==> src/rtl/writeback_stage.sv <==
// -----------------------------------------------------------------------------
// writeback_stage
//
// Final pipeline stage. Decodes the instruction arriving from the memory stage,
// writes the selected result to the register file, diverts writes to r0 into a
// console byte FIFO, latches a sticky halt on any unrecognised opcode and
// counts retired instructions.
//
// Ports
//   clk, rst_n              clock, asynchronous active-low reset
//   in_valid / in_ready     instruction handshake with the memory stage
//   instr_in                16-bit instruction word
//   alu_result, mem_result  candidate write-back values
//   we, waddr, wdata        register-file write port (combinational)
//   con_valid, con_data,
//   con_ready               console byte stream (FIFO head)
//   halted, halt_done       sticky halt, and halt with console drained
//   retired                 number of accepted instructions
// -----------------------------------------------------------------------------
module writeback_stage #(
    parameter int DATA_W    = 16,
    parameter int CON_DEPTH = 8,
    parameter int RET_W     = 32
) (
    input  logic              clk,
    input  logic              rst_n,
    input  logic              in_valid,
    output logic              in_ready,
    input  logic [15:0]       instr_in,
    input  logic [DATA_W-1:0] alu_result,
    input  logic [DATA_W-1:0] mem_result,
    output logic              we,
    output logic [3:0]        waddr,
    output logic [DATA_W-1:0] wdata,
    output logic              con_valid,
    output logic [7:0]        con_data,
    input  logic              con_ready,
    output logic              halted,
    output logic              halt_done,
    output logic [RET_W-1:0]  retired
);

    localparam int PTR_W = $clog2(CON_DEPTH);

    logic [3:0]        opcode_h_s;
    logic [3:0]        opcode_l_s;
    logic [3:0]        rd_s;
    logic              is_load_s;
    logic              writer_s;
    logic              nonhalt_s;
    logic              halting_s;
    logic              console_s;
    logic [DATA_W-1:0] result_s;

    logic [PTR_W:0]    wr_ptr_r;
    logic [PTR_W:0]    rd_ptr_r;
    logic [7:0]        fifo_mem_r [CON_DEPTH];
    logic              full_s;
    logic              empty_s;
    logic              accept_s;
    logic              push_s;
    logic              pop_s;

    logic              halted_r;
    logic [RET_W-1:0]  retired_r;

    // Instruction decode and result selection.
    always_comb begin
        opcode_h_s = instr_in[15:12];
        opcode_l_s = instr_in[7:4];
        rd_s       = instr_in[3:0];
        is_load_s  = (opcode_h_s == 4'hF) && (opcode_l_s == 4'h0);
        writer_s   = (opcode_h_s == 4'h0) || (opcode_h_s == 4'h8) ||
                     (opcode_h_s == 4'h9) || is_load_s;
        nonhalt_s  = ((opcode_h_s == 4'hE) || (opcode_h_s == 4'hF)) &&
                     (opcode_l_s <= 4'h3) && !writer_s;
        halting_s  = !writer_s && !nonhalt_s;
        // A write to r0 is the console output channel, not a register write.
        console_s  = writer_s && (rd_s == 4'h0);
        if (is_load_s) begin
            result_s = mem_result;
        end else begin
            result_s = alu_result;
        end
    end

    // FIFO status from the extra wrap bit of each pointer.
    always_comb begin
        empty_s = (wr_ptr_r == rd_ptr_r);
        full_s  = (wr_ptr_r[PTR_W] != rd_ptr_r[PTR_W]) &&
                  (wr_ptr_r[PTR_W-1:0] == rd_ptr_r[PTR_W-1:0]);
    end

    // Handshake, register-file port and console/status outputs.
    always_comb begin
        // Only a console write can stall; bubbles pass whenever not halted.
        // Gating with rst_n keeps every side effect quiet during reset.
        in_ready  = rst_n && !halted_r && !(in_valid && console_s && full_s);
        accept_s  = in_valid && in_ready;
        push_s    = accept_s && console_s;
        pop_s     = con_ready && !empty_s;
        we        = accept_s && writer_s && (rd_s != 4'h0);
        waddr     = rd_s;
        wdata     = result_s;
        con_valid = !empty_s;
        con_data  = fifo_mem_r[rd_ptr_r[PTR_W-1:0]];
        halted    = halted_r;
        halt_done = halted_r && empty_s;
        retired   = retired_r;
    end

    // Console FIFO storage; contents need no reset because pointers gate them.
    always_ff @(posedge clk) begin
        if (push_s) begin
            fifo_mem_r[wr_ptr_r[PTR_W-1:0]] <= result_s[7:0];
        end
    end

    // FIFO pointers, sticky halt flag and retire counter.
    always_ff @(posedge clk or negedge rst_n) begin
        if (!rst_n) begin
            wr_ptr_r  <= {(PTR_W+1){1'b0}};
            rd_ptr_r  <= {(PTR_W+1){1'b0}};
            halted_r  <= 1'b0;
            retired_r <= {RET_W{1'b0}};
        end else begin
            if (push_s) begin
                wr_ptr_r <= wr_ptr_r + {{PTR_W{1'b0}}, 1'b1};
            end
            if (pop_s) begin
                rd_ptr_r <= rd_ptr_r + {{PTR_W{1'b0}}, 1'b1};
            end
            if (accept_s && halting_s) begin
                halted_r <= 1'b1;
            end
            if (accept_s) begin
                retired_r <= retired_r + {{(RET_W-1){1'b0}}, 1'b1};
            end
        end
    end

endmodule

==> config.mk <==
export PLATFORM = sky130hd
export DESIGN_NAME = writeback_stage
export DESIGN_NICKNAME = d
export VERILOG_FILES = /design/src/rtl/writeback_stage.sv
export SDC_FILE = /design/constraint.sdc
export NUM_CORES = 1
export LEC_CHECK = 0
export CORE_ASPECT_RATIO = 1.75
export CORE_MARGIN = 5
export CORE_UTILIZATION = 44
export CTS_CLUSTER_SIZE = 24
export DETAILED_ROUTE_END_ITERATION = 12
export PLACE_DENSITY = 0.8
export SYNTH_ARGS = -nofsm -noshare
export SYNTH_HDL_FRONTEND = slang
export SYNTH_SLANG_ARGS = --single-unit
==> constraint.sdc <==
create_clock -name clk -period 3.53 [get_ports clk]
set_clock_uncertainty 0.1 [all_clocks]
set_input_delay 0.5295 -clock clk [delete_from_list [all_inputs] [get_ports clk]]
set_output_delay 0.5295 -clock clk [all_outputs]
set_load 0.02 [all_outputs]
==> reports/results.tsv, run 1 <==
stage	metric	value	unit
status	status	complete, no violations	
worst_setup_path	critical path endpoint category	output pin	
worst_setup_path	CP Class	in2out	
clock_network	setup bufs post-CTS	0	
floorplanning	Die Span Y	147	um
synthesis	yosys warns	0	
worst_setup_path	R2R Path End	fifo_mem_r[4][7]	
power	VDD IR-drop max	0.406	mV
synthesis	syn nets	383	
synthesis	Syn Area/Cell	14.5	um2
worst_setup_path	CP Launch Point	instr_in[7]	
floorplanning	Rows	50	
floorplanning	Die X	88.6	um
global_routing	largest net degree at the start of global routing	34	
global_routing	first-pass GRT wire length	17900	um
floorplanning	core area	0.0106	mm2
clock_network	Skew-Pair Late Insertion Delay	340	ps
worst_setup_path	CP Launch Type	primary input	
cells_and_area	Final Util	0.606	
worst_setup_path	CP Data Required Time	2900	ps
detailed_routing	vias per cell	5.38	
clock_network	clk slew on worst S/H paths	70	ps
global_routing	gr ovfl total	0	
detailed_routing	Total Wirelength	11100	um
clock_network	TritonCTS Buffers	9	
floorplanning	# IOs	117	
clock_network	CTS sink cnt	105	
worst_setup_path	crit path DAT	2750	ps
worst_setup_path	CP max FO	14	
detailed_routing	Post-DRT Antenna Nets	0	
cells_and_area	area grow syn2layout	35.5	%
sta	Slew @ Worst Pin	636	ps
sta	Slew Limit Fails	0	
global_routing	Total Routing Usage GR	0.180	
clock_network	H-tree Lvls	3	
sta	Setup-failing EPs final	0	
synthesis	cells after synthesis	328	
cells_and_area	Antenna diodes	0	
synthesis	Cell Area, Synth	0.00475	mm2
worst_setup_path	crit path to	wdata[7]	
synthesis	register area share after synthesis	0.620	
cells_and_area	share of cells above drive strength 1	0.190	
cells_and_area	Final Net Count	513	
flow_run	# Max-Cap Violations	0	
detailed_routing	Post-route DRC	0	
global_routing	initial antenna violation count	0	
sta	RSZ-0062 raised after global routing	false	
global_routing	vias in the first global route	3470	
synthesis	Synth top area share	0.404	
detailed_routing	wire per inst	18.7	um
min_path	Hold Path Depth	1	
detailed_routing	DRT iter0 DRCs	140	
place	Port Buffer Count	112	
synthesis	Synth area leader	edfxtp_1	
synthesis	most area-consuming cells after synthesis	edfxtp_1 (40%), dfrtp_1 (22%), mux4_2 (7.6%)	
clock_network	Clock Tree Buf Depth	2	
worst_setup_path	reg2reg path depth	6	
worst_setup_path	reg2reg start	rd_ptr_r[1]	
power	PD cells	500	mW/mm2
synthesis	#FFs+latches synth	105	
cells_and_area	fill cell count	848	
detailed_routing	via count	3192	
power	leakage power	2.51	nW
min_path	worst hold path type	reg2reg	
detailed_routing	DRT Pass-1 Iters	4	
sta	period utilization	0.958	
sta	crit path time final	3380	ps
sta	Setup TNS	0	ps
floorplanning	Die ar.	0.0131	mm2
synthesis	Distinct cells, synth	34	
clock_network	CTS tree	done	
clock_network	root buffer cell	clkbuf_16	
worst_setup_path	R2R Setup Slk	1150	ps
sta	Worst slew margin	0.575	
floorplanning	Initial Util	0.447	
sta	fmax	296	MHz
sta	final hold viol count	0	
place	GPL Wtd Cong	0.870	
place	post-DP HPWL	8200	um
[cells by family after synthesis]
logic type,count (synthesis),share of synthesized area
AO/OA/AOI/OAI,5,0.0113
flip-flops,105,0.620
XOR/XNOR,41,0.0755
AND/OR/NAND/NOR,106,0.120
buffers and inverters,25,0.0250
multiplexers,43,0.140
adder cells (fa/ha/maj),3,0.00790
[Yosys cell counts]
master and n:
or2_2 1, or2_1 1, clkbuf_1 6, a21o_1 1, nand4_1 8, and3_1 4, edfxtp_1 64, a2111oi_4 1
and2_1 1, nand3_1 14, nand2b_1 1, mux2_2 26, nor3_1 17, xor2_1 33, o21ai_0 2, or4_1 2
nand4b_1 1, nor4_1 17, inv_1 5, buf_2 5, nand3b_1 2, buf_1 4, nand2_1 17, dfrtp_1 41
a211o_1 1, and4_1 1, ha_1 3, buf_4 5, mux2_1 1, nor3b_1 2, xnor2_1 8, mux4_2 16
nor4b_1 4, nor2_1 13
[metrics by stage]
step,cells,instance area (um2),worst slack [ps],hold WS (ps),total power [mW]
global route,593,6440,61.7,399,3.37
finish,593,6440,150,367,3.22
detailed placement,576,6140,-40.0,318,2.31
CTS,593,6430,16.1,377,3.26
global placement,576,6140,32.3,314,2.30
floorplan,328,4750,209,134,1.96
[worst min-delay path by stage]
stage                  endpoint        start  slack, ps
finish              retired[31]  retired[31]        370
global route        retired[31]  retired[31]        400
CTS                 retired[31]  retired[31]        380
detailed placement       halted        rst_n        320
global placement         halted        rst_n        310
floorplan                halted        rst_n        130
[repair_timing]
action / 4_1_cts / 5_1_grt
hold endpoints to repair: 9 / 0
setup endpoints to repair: 0 / 18
resized for setup: 0 / 2
hold buffers: 1 / 0
[critical path, cell delays in order]
cell and delay [ps]:
clkdlybuf4s50_1 400, or2_1 230, or4_4 540, buf_12 180, mux2_2 240, clkdlybuf4s50_1 600
[where the power goes]
group	total (mW)	switching [mW]	internal, mW
sequential	1.38	0.0466	1.33
clock	0.947	0.455	0.492
combinational	0.893	0.393	0.499
total	3.22	0.895	2.33
[routing by layer]
layer  global-route usage  up-vias  part of all wire
met5                    0        -                 0
met4               0.0923        0             0.040
met3               0.0312       28             0.038
met2                0.313       90              0.55
met1                0.207     1575              0.37
li1                     -     1499                 -
[state kept, by name, indices dropped and copies added (netlist names)]
name	cells
retired	32
wr_ptr_r	4
halted	1
fifo_mem_r	64
rd_ptr_r	4
[layout by cell type, fill, tap and decap left out, types with 14 or more instances in the layout]
cell / instances
buf_4: 25
edfxtp_1: 64
nand2_1: 17
xor2_1: 33
mux2_2: 26
nand3_1: 14
mux4_2: 16
nor3_1: 17
nor4_1: 17
clkdlybuf4s50_1: 110
dfrtp_1: 41
[cell type report]
cell class                      instances  area, um2  area share
Inverter                                5       18.8     0.00291
Timing Repair Buffer                  139       1340       0.207
Tap cell                              130        163      0.0253
Clock inverter                          7       60.1     0.00932
Clock buffer                            9        225      0.0350
Multi-Input combinational cell        198       1690       0.262
Sequential cell                       105       2950       0.458
No activity file was read; power rests on OpenSTA's default activity.
==> run 2: changes to the inputs <==
--- a/config.mk
+++ b/config.mk
@@ -7,10 +7,12 @@
 export LEC_CHECK = 0
 export CORE_ASPECT_RATIO = 1.75
 export CORE_MARGIN = 5
-export CORE_UTILIZATION = 44
+export CORE_UTILIZATION = 40
 export CTS_CLUSTER_SIZE = 24
 export DETAILED_ROUTE_END_ITERATION = 12
-export PLACE_DENSITY = 0.8
+export GPL_ROUTABILITY_DRIVEN = 0
+export PLACE_DENSITY = 0.75
+export SKIP_CTS_REPAIR_TIMING = 1
 export SYNTH_ARGS = -nofsm -noshare
 export SYNTH_HDL_FRONTEND = slang
 export SYNTH_SLANG_ARGS = --single-unit
==> run 2 against run 1 <==
Die area increased by 9.1%; sequential cell count unchanged; setup slack got worse by 32 ps; highest routed layer unchanged.
==> reports/results.tsv, run 2 (synthesized netlist as in run 1, its figures left out) <==
stage	metric	value	unit	change
detailed_routing	Post-DRT Antenna Nets	0		unchanged
worst_setup_path	Buf/Inv on CP	3		unchanged
cells_and_area	Final Util	0.554		-0.0513
worst_setup_path	critical path endpoint category	output pin		
worst_setup_path	CP dominant cell by count	clkdlybuf4s50_1		
worst_setup_path	R2R Path End	fifo_mem_r[0][7]		
global_routing	gr ovfl total	0		unchanged
status	status	complete, no violations		
min_path	Hold Path Sink	retired[31]		
cells_and_area	area grow syn2layout	35.8	%	
clock_network	clk slew on worst S/H paths	80	ps	about the same
place	placed instance count	581		+0.87%
floorplanning	Die ar.	0.0142	mm2	+9.1%
global_routing	vias in the first global route	3525		+1.6%
power	Tot Pwr	3.27	mW	+1.5%
sta	period utilization	0.967		+0.00896
floorplanning	Initial Util	0.408		-0.0388
worst_setup_path	CP Cell Sequence	clkdlybuf4s50_1, or2_1, or4_1, buf_4, mux2_2, clkdlybuf4s50_1		
sta	final hold viol count	0		unchanged
floorplanning	core area	0.0116	mm2	+9.5%
worst_setup_path	CP max-delay cell	clkdlybuf4s50_1		
sta	fmax	293	MHz	-0.93%
global_routing	initial antenna violation count	0		unchanged
sta	Setup-failing EPs final	0		unchanged
worst_setup_path	CP Launch Type	primary input		
cells_and_area	Antenna diodes	0		unchanged
power	PD cells	506	mW/mm2	+1.3%
cells_and_area	sequential cell area	0.00295	mm2	unchanged
worst_setup_path	Largest delay share family, worst path	buffers and inverters		
cells_and_area	multi-input logic area	0.00169	mm2	-0.22%
worst_setup_path	reg2reg path depth	6		unchanged
detailed_routing	Post-route DRC	0		unchanged
worst_setup_path	CP Class	in2out		
clock_network	root buffer cell	clkbuf_16		
floorplanning	Rows	52		+4.0%
worst_setup_path	CP peak stage delay	620	ps	+20 ps
place	Port Buffer Count	112		unchanged
detailed_routing	vias per cell	5.39		+0.16%
min_path	Hold Path Depth	1		unchanged
cells_and_area	fill cell count	963		+14%
power	VDD IR-drop max	0.306	mV	-25%
global_routing	first-pass GRT wire length	18400	um	+2.7%
cells_and_area	Final Net Count	513		unchanged
worst_setup_path	CP Data Required Time	2900	ps	about the same
global_routing	Total Routing Usage GR	0.169		-0.0109
detailed_routing	DRT Pass-1 Iters	4		unchanged
min_path	worst hold path type	reg2reg		
clock_network	Clock Tree Buf Depth	2		unchanged
detailed_routing	Total Wirelength	11500	um	+3.9%
sta	Slew @ Worst Pin	633	ps	-2.94 ps
worst_setup_path	R2R Setup Slk	1020	ps	-130 ps
detailed_routing	via count	3224		+1.0%
power	leakage power	2.54	nW	+0.88%
cells_and_area	final cell count without fillers	598		+0.84%
cells_and_area	max FFs per register	64		unchanged
clock_network	H-tree Lvls	3		unchanged
flow_run	# Max-Cap Violations	0		unchanged
clock_network	Skew-Pair Late Insertion Delay	350	ps	about the same
worst_setup_path	crit path DAT	2780	ps	+30 ps
cells_and_area	most common cell after layout, fill and taps aside	clkdlybuf4s50_1		
clock_network	CTS sink cnt	105		unchanged
floorplanning	Die X	92.4	um	+4.3%
worst_setup_path	CP max FO	18		+4
clock_network	CTS tree	done		
floorplanning	Die Span Y	154	um	+4.5%
place	post-DP HPWL	8490	um	+3.5%
min_path	worst hold start	retired[31]		
global_routing	largest net degree at the start of global routing	36		+5.9%
cells_and_area	most frequent cells in the layout	clkdlybuf4s50_1 (107), edfxtp_1 (64), dfrtp_1 (41)		
sta	Worst slew margin	0.577		+0.00196
sta	crit path time final	3410	ps	+31.6 ps
clock_network	TritonCTS Buffers	9		unchanged
worst_setup_path	reg2reg start	rd_ptr_r[1]		
sta	Slew Limit Fails	0		unchanged
detailed_routing	wire per inst	19.3	um	+3.0%
floorplanning	# IOs	117		unchanged
sta	RSZ-0062 raised after global routing	false		
cells_and_area	share of cells above drive strength 1	0.188		-0.00216
detailed_routing	DRT iter0 DRCs	190		+36%
==> run 2: worst max path at each step <==
stage / from / to / cells after the start
6_report: instr_in[6] / wdata[0] / 6
5_1_grt: instr_in[6] / wdata[0] / 6
4_1_cts: instr_in[6] / in_ready / 7
3_5_place_dp: instr_in[6] / in_ready / 7
3_3_place_gp: instr_in[6] / wdata[4] / 7
2_1_floorplan: instr_in[6] / fifo_mem_r[0][0] / 7
==> run 2: routing by layer <==
layer | vias to the layer above | part of all wire | GRT usage
met4 | 0 | 0.028 | 0.0737
met2 | 137 | 0.54 | 0.302
met5 | - | 0 | 0
met1 | 1563 | 0.36 | 0.185
met3 | 23 | 0.069 | 0.0467
li1 | 1501 | - | -
==> run 2: layout make-up <==
cell class / instances / share of cell area
Sequential cell: 105 / 0.457
Multi-Input combinational cell: 198 / 0.261
Timing Repair Buffer: 139 / 0.208
Clock buffer: 9 / 0.0349
Tap cell: 135 / 0.0262
Clock inverter: 7 / 0.0101
Inverter: 5 / 0.00291
==> run 2: power by group <==
group | internal [mW] | switching [mW] | leakage [nW]
Combinational | 0.516 | 0.396 | 1.28
Clock | 0.497 | 0.462 | 0.141
Sequential | 1.33 | 0.0636 | 1.12
Total | 2.35 | 0.922 | 2.54
==> run 2: worst register-to-register path: stages, from the launching register on <==
cell and delay [ps]:
dfrtp_1 720, xnor2_1 190, nand3_1 200, nor3_1 80
a211o_1 440, nor4_1 240, buf_4 250
==> run 2: per-stage QoR <==
stage	instance area, um2	setup TNS [ps]	hold slack, ps	setup slack, ps
floorplan	4750	0	134	209
global placement	6150	0	286	22.5
detailed placement	6150	-20.9	296	-11.9
CTS	6440	-25.7	-83.1	-19.6
global route	6460	0	423	32.5
finish	6460	0	390	118
